===== src/rtl/mpuf_eval_ctrl.sv =====
// ---------------------------------------------------------------------------
// mpuf_eval_ctrl
//
// Evaluation controller for a multi-lane PUF. For each accepted request it
// latches an optionally masked challenge. It then runs REPS repetitions of
// clear -> settle -> sample and counts the ones seen on every lane. At the
// end it majority-votes each lane and flags any lane whose samples disagreed.
//
// Ports:
//   clk       in   single rising-edge clock
//   clr       in   asynchronous active-low reset
//   start     in   evaluation request, honoured only while idle
//   chal_in   in   [CW] raw challenge
//   mask_en   in   selects chal_in ^ mask instead of chal_in
//   mask      in   [CW] challenge XOR mask
//   busy      out  high in every state except IDLE
//   done      out  one-cycle completion pulse
//   resp      out  [NL] majority-voted response, held until the next vote
//   unstable  out  [NL] lane saw both 0 and 1 across the repetitions
//   puf_clr   out  active-high clear to the PUF lanes
//   puf_chal  out  [CW] challenge presented to the lanes
//   puf_resp  in   [NL] raw lane outputs
// ---------------------------------------------------------------------------
module mpuf_eval_ctrl #(
  parameter int CW     = 32,
  parameter int NL     = 32,
  parameter int CLRW   = 2,
  parameter int SETTLE = 4,
  parameter int REPS   = 5
) (
  input  logic          clk,
  input  logic          clr,
  input  logic          start,
  input  logic [CW-1:0] chal_in,
  input  logic          mask_en,
  input  logic [CW-1:0] mask,
  output logic          busy,
  output logic          done,
  output logic [NL-1:0] resp,
  output logic [NL-1:0] unstable,
  output logic          puf_clr,
  output logic [CW-1:0] puf_chal,
  input  logic [NL-1:0] puf_resp
);

  // An even repetition count has no strict majority, and zero-length
  // clear or settle phases would collapse the timing.
  if ((REPS < 1) || ((REPS % 2) == 0) || (CLRW < 1) || (SETTLE < 1)) begin : g_bad_params
    $fatal(1, "mpuf_eval_ctrl: REPS must be odd and >=1, CLRW and SETTLE must be >=1");
  end

  localparam logic [2:0] S_IDLE   = 3'd0;
  localparam logic [2:0] S_CLEAR  = 3'd1;
  localparam logic [2:0] S_SETTLE = 3'd2;
  localparam logic [2:0] S_SAMPLE = 3'd3;
  localparam logic [2:0] S_VOTE   = 3'd4;
  localparam logic [2:0] S_DONE   = 3'd5;

  // One phase counter is shared by CLEAR and SETTLE, so it is sized for
  // the longer of the two.
  localparam int PMAX = (CLRW > SETTLE) ? CLRW : SETTLE;
  localparam int PW   = $clog2(PMAX + 1);
  localparam int RW   = $clog2(REPS + 1);
  localparam int CNTW = $clog2(REPS + 1);

  localparam logic [PW-1:0]   CLR_LAST = PW'(CLRW - 1);
  localparam logic [PW-1:0]   SET_LAST = PW'(SETTLE - 1);
  localparam logic [RW-1:0]   REP_LAST = RW'(REPS - 1);
  localparam logic [CNTW-1:0] HALF     = CNTW'(REPS / 2);
  localparam logic [CNTW-1:0] FULL     = CNTW'(REPS);

  logic [2:0]      state;
  logic [PW-1:0]   phase_cnt;
  logic [RW-1:0]   rep_cnt;
  logic [CNTW-1:0] lane_cnt [NL];

  logic accept;
  assign accept = (state == S_IDLE) && start;

  // Status outputs are decoded straight from the state. The state register
  // resets to IDLE, so all three of them are low during reset.
  assign busy    = (state != S_IDLE);
  assign done    = (state == S_DONE);
  assign puf_clr = (state == S_CLEAR);

  // Sequencer: the phase counter times CLEAR and SETTLE, and the repetition
  // counter decides after each SAMPLE whether to loop or to vote.
  always_ff @(posedge clk or negedge clr) begin
    if (!clr) begin
      state     <= S_IDLE;
      phase_cnt <= '0;
      rep_cnt   <= '0;
      puf_chal  <= '0;
    end else begin
      case (state)
        S_IDLE: begin
          if (start) begin
            puf_chal  <= mask_en ? (chal_in ^ mask) : chal_in;
            phase_cnt <= '0;
            rep_cnt   <= '0;
            state     <= S_CLEAR;
          end
        end
        S_CLEAR: begin
          if (phase_cnt == CLR_LAST) begin
            phase_cnt <= '0;
            state     <= S_SETTLE;
          end else begin
            phase_cnt <= phase_cnt + PW'(1);
          end
        end
        S_SETTLE: begin
          if (phase_cnt == SET_LAST) begin
            phase_cnt <= '0;
            state     <= S_SAMPLE;
          end else begin
            phase_cnt <= phase_cnt + PW'(1);
          end
        end
        S_SAMPLE: begin
          if (rep_cnt == REP_LAST) begin
            state <= S_VOTE;
          end else begin
            rep_cnt <= rep_cnt + RW'(1);
            state   <= S_CLEAR;
          end
        end
        S_VOTE:  state <= S_DONE;
        S_DONE:  state <= S_IDLE;
        default: state <= S_IDLE;
      endcase
    end
  end

  // Per-lane ones counters. They are cleared on acceptance as well as on
  // reset, so an aborted evaluation can never leak counts into the next one.
  always_ff @(posedge clk or negedge clr) begin
    if (!clr) begin
      for (int i = 0; i < NL; i++) lane_cnt[i] <= '0;
    end else if (accept) begin
      for (int i = 0; i < NL; i++) lane_cnt[i] <= '0;
    end else if (state == S_SAMPLE) begin
      for (int i = 0; i < NL; i++) begin
        if (puf_resp[i]) lane_cnt[i] <= lane_cnt[i] + CNTW'(1);
      end
    end
  end

  // Majority vote and disagreement flags. These are registered once per
  // evaluation and held until the next vote.
  always_ff @(posedge clk or negedge clr) begin
    if (!clr) begin
      resp     <= '0;
      unstable <= '0;
    end else if (state == S_VOTE) begin
      for (int i = 0; i < NL; i++) begin
        resp[i]     <= (lane_cnt[i] > HALF);
        unstable[i] <= (lane_cnt[i] != '0) && (lane_cnt[i] != FULL);
      end
    end
  end

endmodule


===== config.mk =====
export PLATFORM = sky130hd
export DESIGN_NAME = mpuf_eval_ctrl
export DESIGN_NICKNAME = d
export VERILOG_FILES = /design/src/rtl/mpuf_eval_ctrl.sv
export SDC_FILE = /design/constraint.sdc
export NUM_CORES = 1
export LEC_CHECK = 0
export BUFFER_PORTS_ARGS = -buffer_cell sky130_fd_sc_hd__buf_4
export CELL_PAD_IN_SITES_DETAIL_PLACEMENT = 2
export CELL_PAD_IN_SITES_GLOBAL_PLACEMENT = 2
export CORE_ASPECT_RATIO = 1.1
export CORE_MARGIN = 4
export CORE_UTILIZATION = 31
export DETAILED_ROUTE_END_ITERATION = 10
export PLACE_DENSITY = 0.76
export REMOVE_ABC_BUFFERS = 1
export SETUP_SLACK_MARGIN = 0.4
export SLEW_MARGIN = 15
export SYNTH_ARGS = -nofsm -noshare
export SYNTH_HDL_FRONTEND = slang
export SYNTH_SLANG_ARGS = --single-unit

===== constraint.sdc =====
create_clock -name clk -period 1.5 [get_ports clk]
set_input_delay 0.075 -clock clk [delete_from_list [all_inputs] [get_ports clk]]
set_output_delay 0.075 -clock clk [all_outputs]
set_load 0.01 [all_outputs]

==> impl_metrics.yaml, run 1 <==
status:
  status: "finished, violations left"
  failed_checks: "setup timing"
route:
  drtIter0Drc: 436
  antenna_left: 0
  drc: 0
  wirelength_um: 59940
  first_pass_iters: 5
  vias_per_cell: 5.200
  via_count: 10620
  post_drt_wl_per_cell_um: 29.35
synthesis:
  syn_area_um2: 10760
  yosys_warnings: 0
  yosysTopAreaCellShare_pct: 46.73
  synth_cell_types: 31
  synth_edf_count: 0
  synth_flop_cell: "dfrtp_1"
  yosysMostFrequentCell: "dfrtp_1"
  yosys.area.top_type: "dfrtp_1"
  syn_inst: 1114
  ys_seq_area_share_pct: 46.73
  synth_async_sr_flop_share_pct: 100.0
  yosys_register_bits: 201
  synth_area_leaders: "dfrtp_1, ha_1, nand2_1"
  syn_avg_cell_area_um2: 9.661
  synth_common_cells: "dfrtp_1, nand2_1, ha_1"
floorplanning:
  die_x_um: 185.7
  io_pins: 199
  start_util_pct: 31.47
  chipHeight_um: 203.4
  core_area_um2: 34200
  core.rowCount: 71
  die-area_um2: 37770
power_and_ir_drop:
  p_leak_nw: 8.515
  p_per_area_nw_per_um2: 1504
  swShare_pct: 39.00
  p_comb_share_pct: 48.0
  p_switching_w: 0.01111
  total_power_w: 0.02850
  p_seq_share_pct: 28.7
  ir_drop_v: 0.0008463
  internal_power_w: 0.01738
  clockPowerShare_pct: 23.3
final_layout:
  fin_nets: 1821
  area_growth_pct: 76.09
  finalNonFillerCells: 2042
  drive_above_1_share_pct: 43.67
timing:
  setup-tns-final_ns: -48.44
  fin_crit_ns: 1.884
  period_share_pct: 125.6
  grt_setup_unrepaired: "yes"
  hold_violations: 0
  worstMarginPinSlew_ns: 0.4181
  setup_viol: 201
  skew_ns: 0.01549
  max_slew_margin_pct: 72.13
  drv_slew: 0
  fmax_mhz: 530.9
  layout_setup_ws_ns: -0.3836
  hold_ws_ns: 0.04054
place:
  dp.cells: 1749
  port_buffers: 198
  dp_slack_ns: -0.07489
  dp_hpwl_um: 21850
  routabilityCongestion: 0.7288
hold_path:
  hp-class: "in -> async"
clocking:
  htreeDepth: 1
  clk_path_buf_depth: 3
  cts-root-buf: "clkbuf_16"
  cts_buffers: 25
  clock_latency_ns: 0.54
  clk_pin_slew_worst_paths_ns: 0.07
  cts_tree: "yes"
  cts.sinks: 201
critical_path:
  cp-start-kind: "flip-flop"
  ff2ff_path_depth: 7
  cp-end-kind: "flip-flop"
  required_ns: 1.90
  crit_fanout: 6
  crit_type: "reg -> reg"
  crit_arrival_ns: 2.29
global_routing:
  grt_pass1_vias: 11540
  antenna_found_initial: 1
  grt_max_degree: 47
  grt_first_pass_wirelength_um: 66350
  track_usage_pct: 22.15
  grt_remaining_overflow: 0
run:
  cap_violations: 0
metal layers:
| layer | share of wire (%) | GRT usage [%] |
|---|---|---|
| met5 | 0 | 0 |
| met4 | 3.7 | 4.607 |
| met3 | 4.4 | 4.798 |
| met1 | 35 | 24.73 |
| met2 | 56 | 42.75 |
state kept, by name, indices dropped and copies added, names as in the netlist:
name,count
lane_cnt,96
puf_chal,32
resp,32
unstable,32
phase_cnt,3
rep_cnt,3
state,3
logic make-up (layout without fill, tap and decap cells):
family / after synthesis / count (layout) / synth area share [%]
simple gates: 306 / 309 / 11.94
compound gates: 231 / 231 / 11.82
flops: 201 / 201 / 46.73
buf+inv: 150 / 636 / 5.650
fa+ha+maj: 134 / 134 / 15.58
xor+xnor: 58 / 58 / 4.720
mux: 34 / 34 / 3.557
other cells: 0 / 1 / 0
cells in the final DEF, fill, tap and decap left out, types with 3 or more instances in the layout:
cell	n
dfrtp_1	199
buf_4	187
ha_1	130
buf_6	126
nand2_1	107
inv_1	100
dlygate4sd3_1	97
a21oi_1	68
o21ai_1	53
nor2_1	52
clkbuf_16	40
xor2_1	38
nand2_2	37
o21ai_2	35
mux2_2	33
buf_12	31
nand3_4	26
nand3_2	25
a21oi_2	23
buf_16	20
nand2_4	18
a32o_1	17
o21ai_0	17
nand3_1	14
buf_8	11
xnor2_2	9
a21oi_4	8
xor2_2	7
clkinv_2	7
nor2_2	6
nand2_8	6
nor2_4	5
bufinv_16	4
inv_2	3
xnor2_4	3
ha_2	3
clkbuf_8	3
clkbuf_1	3
stage by stage:
| stage | instance area [um^2] | util [%] |
|---|---|---|
| floorplan | 10540 | - |
| global placement | 13080 | 38.24 |
| detailed placement | 13080 | 38.24 |
| CTS | 16380 | 47.91 |
| global route | 18950 | 55.41 |
| finish | 18950 | 55.41 |
worst paths after layout:
check	start	end	slack, ns
setup / recovery	state[1]$_DFFE_PN0P_	puf_chal[8]$_DFFE_PN0P_	-0.38
hold / removal	clr	lane_cnt[57]$_DFFE_PN0P_	0.04
setup reg to reg	state[1]$_DFFE_PN0P_	puf_chal[8]$_DFFE_PN0P_	-0.38
hold reg to reg	resp[21]$_DFFE_PN0N_	resp[21]$_DFFE_PN0N_	0.51
max in group asynchronous	clr	lane_cnt[55]$_DFFE_PN0P_	0.79
min in group clk	start	phase_cnt[1]$_DFFE_PN0P_	0.10
power by group through the flow:
stage / Combinational [W] / Sequential, W / Clock (W)
2_1_floorplan: 0.00319 / 0.00789 / 0
3_3_place_gp: 0.00658 / 0.00766 / 0
3_5_place_dp: 0.00698 / 0.00776 / 0
4_1_cts: 0.00941 / 0.00768 / 0.00648
5_1_grt: 0.0144 / 0.00828 / 0.00702
6_report: 0.0137 / 0.00817 / 0.00664
critical path: stages (launching register included):
cell and delay [ns]:
dfrtp_2 0.44, buf_6 0.15, nor4b_4 0.26, buf_4 0.19, buf_6 0.17, buf_8 0.13
nor2_1 0.08, a21oi_1 0.33
what timing repair did:
action,CTS,global route
buffers inserted,25,83
gates resized for setup,187,394
gates cloned,21,23
pin swaps,33,50
setup endpoints to repair,300,300
hold buffers,97,0
endpoints found under the hold margin,329,0
cell type report:
cell class              count  area [um^2]
flip-flops and latches    201         5032
fillers                  3211        15250
diodes                      1        2.502
well taps                 438        548.0
clock inverters            12        163.9
repair buffers            490         5575
inverters                 103        386.6
multi-input cells         766         6565
clock buffers              31        678.2
No activity file was read; power rests on OpenSTA's default activity.
==> run 2, diff against run 1 <==
--- a/config.mk
+++ b/config.mk
@@ -10,9 +10,9 @@
 export CELL_PAD_IN_SITES_GLOBAL_PLACEMENT = 2
 export CORE_ASPECT_RATIO = 1.1
 export CORE_MARGIN = 4
-export CORE_UTILIZATION = 31
+export CORE_UTILIZATION = 35
 export DETAILED_ROUTE_END_ITERATION = 10
-export PLACE_DENSITY = 0.76
+export PLACE_DENSITY = 0.89
 export REMOVE_ABC_BUFFERS = 1
 export SETUP_SLACK_MARGIN = 0.4
 export SLEW_MARGIN = 15
==> constraint.sdc (replaced) <==
create_clock -name clk -period 2 [get_ports clk]
set_input_delay 0.1 -clock clk [delete_from_list [all_inputs] [get_ports clk]]
set_output_delay 0.1 -clock clk [all_outputs]
set_load 0.01 [all_outputs]
==> run 2 against run 1 <==
The run now ends clean; global-route usage increased by 6.5 points; first-iteration DRC count increased by 43%; sequential share of layout area increased by 1.7 points; clock-buffer cell count unchanged; critical path depth increased by 1; total power decreased by 24%; sequential power decreased by 23%.
==> impl_metrics.yaml, run 2 (same netlist as run 1, synthesis figures left out) <==
timing:
  worstMarginPinSlew_ns: 0.6249
  drv_slew: 0
  grt_setup_unrepaired: "yes"
  setup-tns-final_ns: 0
  skew_ns: 0.01325
  period_share_pct: 94.60
  hold_violations: 0
  fin_crit_ns: 1.892
  fmax_mhz: 528.6
  setup_viol: 0
  max_slew_margin_pct: 58.34
critical_path:
  crit_type: "reg -> reg"
  cp-start-kind: "flip-flop"
  ff2ff_setup_slack_ns: 0.11
  ff2ff_path_depth: 8
  cp-end-kind: "flip-flop"
  required_ns: 2.44
  max_stage_delay_ns: 0.47
  critPathTopFamily: "buffers and inverters"
  timing.rr.end: "puf_chal[6]$_DFFE_PN0P_"
  crit_fanout: 9
  r2r-start: "state[2]$_DFFE_PN0P_"
  worst_path_max_delay_cell: "dfrtp_2"
  crit_top_cell: "buf_6"
  path_cells: "buf_6 -> nor4b_4 -> buf_6 -> buf_12 -> buf_4 -> clkbuf_16 -> nor2_1 -> a21oi_1"
  crit_arrival_ns: 2.34
  worst-path-buf-inv: 5
power_and_ir_drop:
  ir_drop_v: 0.0006227
  p_leak_nw: 7.879
  p_per_area_nw_per_um2: 1217
final_layout:
  finalNonFillerCells: 1930
  multi_input_area_um2: 6635
  antenna_cells: 0
  final_common_cell: "buf_4"
  final_util_pct: 58.45
  largest_reg_flops: 96
  area_growth_pct: 65.25
  fin_nets: 1732
  most-common-layout-cells: "buf_4, dfrtp_1, ha_1"
  seqCellArea_um2: 5034
  top_register: "lane_cnt"
  n_fill_cell: 2871
  drive_above_1_share_pct: 41.16
hold_path:
  hp-start: "mask[26]"
  hp-class: "in -> reg"
  min_path_cells: 4
  min_to: "puf_chal[26]$_DFFE_PN0P_"
clocking:
  clock_latency_ns: 0.53
  cts.sinks: 201
  clk_pin_slew_worst_paths_ns: 0.08
  htreeDepth: 1
  cts_buffers: 24
  cts_tree: "yes"
  cts-root-buf: "clkbuf_16"
  clk_path_buf_depth: 3
global_routing:
  grt_pass1_vias: 11890
  antenna_found_initial: 0
  grt_max_degree: 59
  grt_first_pass_wirelength_um: 74170
  grt_remaining_overflow: 0
  track_usage_pct: 28.64
floorplanning:
  chipHeight_um: 191.9
  io_pins: 199
  core_area_um2: 30430
  die_x_um: 175.2
  die-area_um2: 33620
  core.rowCount: 67
  start_util_pct: 35.37
route:
  wirelength_um: 67040
  via_count: 10920
  drc: 0
  first_pass_iters: 5
  post_drt_wl_per_cell_um: 34.73
  drtIter0Drc: 623
  antenna_left: 0
  vias_per_cell: 5.659
place:
  dp_hpwl_um: 23930
  port_buffers: 198
  dp.cells: 1703
  routabilityCongestion: 0.7432
status:
  status: "finished clean"
run:
  cap_violations: 0
run 2: cell count changes in the layout (fill, tap and decap cells not counted), sizes merged:
cell / before / now
and3b: 1 / 2
clkinvlp: 0 / 2
diode: 1 / 0
dlygate4sd3: 97 / 91
buf: 376 / 292
bufbuf: 2 / 1
nand2: 168 / 170
bufinv: 4 / 5
clkinv: 8 / 4
inv: 103 / 105
run 2: power by group:
part           switching [W]  internal, W
combinational        0.00547      0.00454
sequential           0.00130      0.00497
clock                0.00220      0.00316
total                0.00898       0.0127
run 2: tightest hold or removal path: cells and delay by family:
family                 cells  cell delay, ns
XOR/XNOR                   1            0.18
buffers and inverters      1            0.09
AND/OR/NAND/NOR            1            0.09
AO/OA/AOI/OAI              1            0.08
run 2: repair_timing:
action / CTS / global route
cloned: 16 / 26
pin swaps: 13 / 44
hold buffers: 91 / 0
hold endpoints to repair: 168 / 0
endpoints found under the setup margin: 142 / 181
buffers inserted: 31 / 19
gates resized for setup: 120 / 355
run 2: per-stage QoR:
stage,worst slack (ns),total power (W),hold WS [ns],cell area (um^2)
final,0.1081,0.02164,0.03154,17790
after floorplan,-2.219,0.008312,-0.1956,10540
after global placement,0.3417,0.01044,0.1388,12890
after detailed placement,0.1632,0.01105,0.1428,12890
after global routing,0.02803,0.02232,0.04038,17790
after CTS,0.2643,0.01805,0.0004477,15820
run 2: cell type report:
type / instances / area share [%]
Clock buffer: 31 / 3.982
Clock inverter: 13 / 1.161
Tap cell: 414 / 2.912
Timing Repair Buffer: 399 / 24.16
Sequential cell: 201 / 28.30
Multi-Input combinational cell: 769 / 37.31
Inverter: 103 / 2.174
run 2: how the worst max path moves through the flow:
stage,cells after the start,to,startpoint
finish,8,puf_chal[6]$_DFFE_PN0P_,state[2]$_DFFE_PN0P_
CTS,4,puf_clr,state[2]$_DFFE_PN0P_
global route,8,puf_chal[6]$_DFFE_PN0P_,state[2]$_DFFE_PN0P_
detailed placement,4,lane_cnt[35]$_DFFE_PN0P_,state[1]$_DFFE_PN0P_
global placement,5,puf_chal[23]$_DFFE_PN0P_,state[1]$_DFFE_PN0P_
floorplan,3,rep_cnt[0]$_DFFE_PN0P_,state[2]$_DFFE_PN0P_
run 2: metal layers:
layer  GRT usage [%]  routed length, um
met5               0                  0
met4           10.67               5162
met3           4.252               3561
met2           56.87              36460
met1           30.31              21860
